## config.mk

```make
export PLATFORM = sky130hd
export DESIGN_NAME = program_loader
export DESIGN_NICKNAME = d
export VERILOG_FILES = /design/src/rtl/program_loader.sv
export SDC_FILE = /design/constraint.sdc
export NUM_CORES = 1
export LEC_CHECK = 0
export CORE_MARGIN = 5
export CORE_UTILIZATION = 50
export DETAILED_ROUTE_END_ITERATION = 16
export PLACE_DENSITY = 0.87
export SYNTH_ARGS = -nofsm -noshare
export SYNTH_HDL_FRONTEND = slang
export SYNTH_SLANG_ARGS = --single-unit
```

## constraint.sdc

```tcl
create_clock -name clk -period 3.85 [get_ports clk]
set_clock_uncertainty 0.05 [all_clocks]
set_input_delay 0.77 -clock clk [delete_from_list [all_inputs] [get_ports clk]]
set_output_delay 0.77 -clock clk [all_outputs]
set_load 0.01 [all_outputs]
```

## src/rtl/program_loader.sv

```systemverilog
// program_loader: framed byte stream to instruction/data BRAM word writes, releases core on end marker
module program_loader #(
  parameter int ADDR_WIDTH = 12,
  parameter int DATA_WIDTH = 32,
  parameter int MAX_WORDS  = 1024
) (
  input  logic                  clk,
  input  logic                  rst,
  input  logic                  in_valid,
  input  logic [7:0]            in_data,
  output logic                  in_ready,
  output logic [ADDR_WIDTH-1:0] i_w_addr,
  output logic [DATA_WIDTH-1:0] i_w_dat,
  output logic                  i_w_enb,
  output logic [3:0]            i_w_byte_enb,
  output logic [ADDR_WIDTH-1:0] d_w_addr,
  output logic [DATA_WIDTH-1:0] d_w_dat,
  output logic                  d_w_enb,
  output logic [3:0]            d_w_byte_enb,
  output logic                  pc_stall,
  output logic                  d_bram_init_done,
  output logic                  i_r_enb,
  output logic                  load_done,
  output logic                  load_error
);
  typedef enum logic [2:0] {S_TGT, S_CNT_LO, S_CNT_HI, S_DATA, S_WRITE, S_DONE, S_ERR} state_t;
  localparam logic [15:0] MAX_CNT = 16'(MAX_WORDS);
  state_t r_state, w_next;
  logic r_tgt;
  logic [7:0] r_cnt_lo;
  logic [15:0] r_cnt, r_word_idx;
  logic [1:0] r_byte_idx;
  logic [DATA_WIDTH-1:0] r_word;
  logic w_xfer, w_wr;
  logic [15:0] w_cnt;
  logic [DATA_WIDTH-1:0] w_word;
  logic [ADDR_WIDTH-1:0] w_addr;
  assign w_xfer = in_valid & in_ready;
  assign w_cnt  = {in_data, r_cnt_lo};
  assign w_word = {in_data, r_word[DATA_WIDTH-1:8]};
  assign w_addr = {r_word_idx[ADDR_WIDTH-3:0], 2'b00};
  assign w_wr   = w_next == S_WRITE;
  always_comb begin
    w_next = r_state;
    case (r_state)
      S_TGT:    if (w_xfer) w_next = (in_data == 8'h00 || in_data == 8'h01) ? S_CNT_LO :
                                     (in_data == 8'hFF) ? S_DONE : S_ERR;
      S_CNT_LO: if (w_xfer) w_next = S_CNT_HI;
      S_CNT_HI: if (w_xfer) w_next = (w_cnt == 16'd0) ? S_TGT : (w_cnt > MAX_CNT) ? S_ERR : S_DATA;
      S_DATA:   if (w_xfer && r_byte_idx == 2'd3) w_next = S_WRITE;
      S_WRITE:  w_next = (r_word_idx + 16'd1 == r_cnt) ? S_TGT : S_DATA;
      default:  w_next = r_state;
    endcase
  end
  always_ff @(posedge clk) begin
    if (rst) begin
      r_state          <= S_TGT;
      r_tgt            <= 1'b0;
      r_cnt_lo         <= '0;
      r_cnt            <= '0;
      r_word_idx       <= '0;
      r_byte_idx       <= '0;
      r_word           <= '0;
      in_ready         <= 1'b0;
      i_w_addr         <= '0;
      i_w_dat          <= '0;
      i_w_enb          <= 1'b0;
      i_w_byte_enb     <= 4'b0000;
      d_w_addr         <= '0;
      d_w_dat          <= '0;
      d_w_enb          <= 1'b0;
      d_w_byte_enb     <= 4'b0000;
      pc_stall         <= 1'b1;
      d_bram_init_done <= 1'b0;
      i_r_enb          <= 1'b0;
      load_done        <= 1'b0;
      load_error       <= 1'b0;
    end else begin
      r_state          <= w_next;
      in_ready         <= w_next inside {S_TGT, S_CNT_LO, S_CNT_HI, S_DATA};
      i_w_enb          <= w_wr & ~r_tgt;
      d_w_enb          <= w_wr & r_tgt;
      i_w_byte_enb     <= {4{w_wr & ~r_tgt}};
      d_w_byte_enb     <= {4{w_wr & r_tgt}};
      pc_stall         <= w_next != S_DONE;
      d_bram_init_done <= w_next == S_DONE;
      i_r_enb          <= w_next == S_DONE;
      load_done        <= w_next == S_DONE;
      load_error       <= w_next == S_ERR;
      if (r_state == S_TGT && w_xfer) r_tgt <= in_data[0];
      if (r_state == S_CNT_LO && w_xfer) r_cnt_lo <= in_data;
      if (r_state == S_CNT_HI && w_xfer) begin
        r_cnt      <= w_cnt;
        r_word_idx <= '0;
        r_byte_idx <= '0;
      end
      if (r_state == S_DATA && w_xfer) begin
        r_word     <= w_word;
        r_byte_idx <= r_byte_idx + 2'd1;
      end
      if (r_state == S_WRITE) r_word_idx <= r_word_idx + 16'd1;
      if (w_wr && !r_tgt) begin
        i_w_addr <= w_addr;
        i_w_dat  <= w_word;
      end
      if (w_wr && r_tgt) begin
        d_w_addr <= w_addr;
        d_w_dat  <= w_word;
      end
    end
  end
endmodule

```

==> metrics <==
number of global-route vias before repair 5604; Routed Antenna Nets 0; first-pass GRT wire length 28.2 mm; Max clock buf depth 2; Horiz. Die Dim roughly 130 um; delay of the slowest cell on the worst path ~0.6 ns; Max Cap Viol 0; DR vias/cell around 5.6; proportion of netlist area held by the largest area contributor approximately half; hold_sp d_w_dat[31]$_SDFFE_PP0P_; overall power between 3 and 4 mW; post_cts resized 0; Synth Instances roughly 850; Final period util around 76%; # IOs 115; GP Congestion roughly 0.91; number of synthesized flops with an enable pin 0; Critical Path, Cell by Cell clkdlybuf4s50_1 > or4_1 > or4_4 > a21oi_1 > mux2i_1 > o31ai_2 > a21oi_2 > nand3b_1; antenna fix cells 0; largest net degree at the start of global routing slightly above 80; Synth Register Bits 160; Pleak approximately 2.8 nW; CP arrival around 3.2 ns; Die Height between 100 and 150 um; Area contributors post-synth dfxtp_1 (48%), nand2_1 (15%), a21oi_1 (11%), nor2_1 (2.4%), clkbuf_1 (2.1%); clk root buf clkbuf_16; CTS clock-pin slew for the worst setup and hold paths ~0.06 ns; Clock H-tree levels 4; reg2reg start r_word_idx[0]$_SDFFE_PP0P_; CTS tree yes; Synth Area per Inst about 7.8 um2; setup TNS 0 ns; Final setup violation count 0; delay-heaviest family, CP simple AND/OR/NAND/NOR gates; synth-to-layout area growth 24.0%; Post-synth ARST share 0%; Ys Warns 0; RSZ-0062 raised after global routing false; Final Max Slew Viols 0; Port Buf Inserts 110; Min Clock Period, post-route around 2.9 ns; FF-to-FF path depth 8; worst reg-to-reg setup slack between 0.9 and 1 ns; Req. time, crit path between 4 and 5 ns; WS Path Type in2reg; Synth Flop Type dfxtp_1; final wirelength around 18 mm; cts hold-fix bufs 0; via count between 6k and 7k; endpoint class of the critical path flop; Hold Crit Class reg2reg; hold path cells 2; status finished, final reports clean; total gr overflow 0; Num CTS Buffers 17; Total Routing Usage GR between 20% and 30%; crit start category input pin; Power Dens Cells between 400 and 500 nW/um2; Yosys cell types 62; sequential area share after synthesis 48.2%; slew margin rel. 40.5%; DP Wirelength 11.7 mm; Iter 0 DRT Violations approximately 560; 1st-pass router iterations 6; Worst-Skew Late Latency around 0.42 ns; Num Clock Sinks 160; Post-synth top cells nand2_1 (270), dfxtp_1 (160), a21oi_1 (146); dominant cell type by area after synthesis dfxtp_1; Worst Hold End d_w_dat[31]$_SDFFE_PP0P_; WL/cell 16.0 um; endpoints failing hold 0; initial antenna violation count 0; Critical path origin in_data[3]; Net count, final approximately 900; top-count cell post-synth nand2_1; Starting Density 50.6%; Post-route DRC 0; row count 42; Peak VDD IR between 0.2 and 0.3 mV; die area ~16000 um2; peak fanout along the critical path 7; post-CTS setup buffers 0; Syn Std Cell Area 6650 um2; CP Buf/Inv Count 1; worst-margin pin slew roughly 0.89 ns; layout cells sized above 1 6.70%; core region area ~13000 um2; r2r endpoint load_error$_SDFF_PP0_; CP max-delay cell or4_1; fmax 341 MHz
[worst max path at each step]
| stage | to | slack, ns | cells after the start |
|---|---|---|---|
| 3_5_place_dp | pc_stall$_SDFF_PP1_ | 0.50 | 8 |
| 3_3_place_gp | pc_stall$_SDFF_PP1_ | 0.49 | 8 |
| 5_1_grt | load_error$_SDFF_PP0_ | 0.74 | 8 |
| 4_1_cts | pc_stall$_SDFF_PP1_ | 0.95 | 8 |
| 6_report | pc_stall$_SDFF_PP1_ | 0.92 | 8 |
| 2_1_floorplan | pc_stall$_SDFF_PP1_ | 1.29 | 7 |
[tightest hold or removal path, delay by kind of cell, from the launching register on]
family	cells	cell delay [ns]
compound gates	1	0.05
flops	1	0.31
simple gates	1	0.05
[through the flow]
step                      worst slack (ns)  instances  cell area, um2  util (%)  hold WS [ns]
after CTS                            0.946       1101            8240      62.8         0.404
after global placement               0.490       1069            7680      58.5         0.391
after detailed placement             0.503       1069            7680      58.5         0.396
after global routing                 0.745       1101            8240      62.8         0.424
after floorplan                       1.29        850            6660         -         0.386
final                                0.921       1101            8240      62.8         0.404
[registers in the layout, summed over array words and instances, names as in the netlist]
signal        count
i_w_addr         10
d_w_addr         10
d_w_dat          32
r_cnt            16
r_tgt             1
r_word           24
i_w_dat          32
r_state           3
r_cnt_lo          8
r_word_idx       16
pc_stall          1
r_byte_idx        2
i_w_byte_enb      1
d_w_byte_enb      1
in_ready          1
load_done         1
load_error        1
[cell families after synthesis]
| group | count (synthesis) | share of synthesized area [%] |
|---|---|---|
| and+or+nand+nor | 387 | 25.5 |
| xor gates and xnor gates | 15 | 2.20 |
| DFF | 160 | 48.2 |
| AOI/OAI and AO/OA | 189 | 15.6 |
| adders and majority gates | 2 | 0.376 |
| buffers and inverters | 80 | 6.04 |
| muxes | 13 | 1.96 |
| other | 1 | 0.0564 |
[cell type report]
cell class | count | area (um2)
sequential | 160 | 3200
timing repair buffer | 120 | 1190
fill | 1128 | 4890
inverter | 3 | 11.3
clock inverter | 13 | 118
clock buffer | 19 | 443
multi-input combinational | 610 | 3060
tap | 176 | 220
[routing by layer]
layer / vias to the layer above / routed length [um] / track usage, %
met5: - / 0 / 0
met4: 0 / 388 / 9.25
met1: 2847 / 7500 / 28.7
met2: 296 / 8330 / 34.3
met3: 36 / 1430 / 5.76
li1: 2956 / - / -
[power by group]
group / internal [mW] / switching, mW / leakage [nW]
clock: 0.867 / 0.727 / 0.267
combinational: 0.141 / 0.251 / 1.26
sequential: 1.69 / 0.0648 / 1.29
total: 2.70 / 1.04 / 2.81
[placed cells by master, fill, tap and decap left out, types with 3 or more instances in the layout]
cell             instances
nand2_1                270
dfxtp_1                160
a21oi_1                146
clkdlybuf4s50_1        109
nor2_1                  42
o21ai_0                 17
clkbuf_16               17
mux2i_1                 13
buf_4                   10
nor3_1                   9
nand3_1                  8
xor2_1                   8
nand4_1                  8
nor4_1                   7
xnor2_1                  6
nand2b_1                 5
inv_6                    5
and3_1                   4
nor2b_1                  4
conb_1                   4
or3_1                    3
nand3_2                  3
or2_2                    3
a31oi_1                  3
or4_1                    3
a311oi_1                 3
inv_8                    3
clkinvlp_4               3
(Power assumes the default switching activity.)
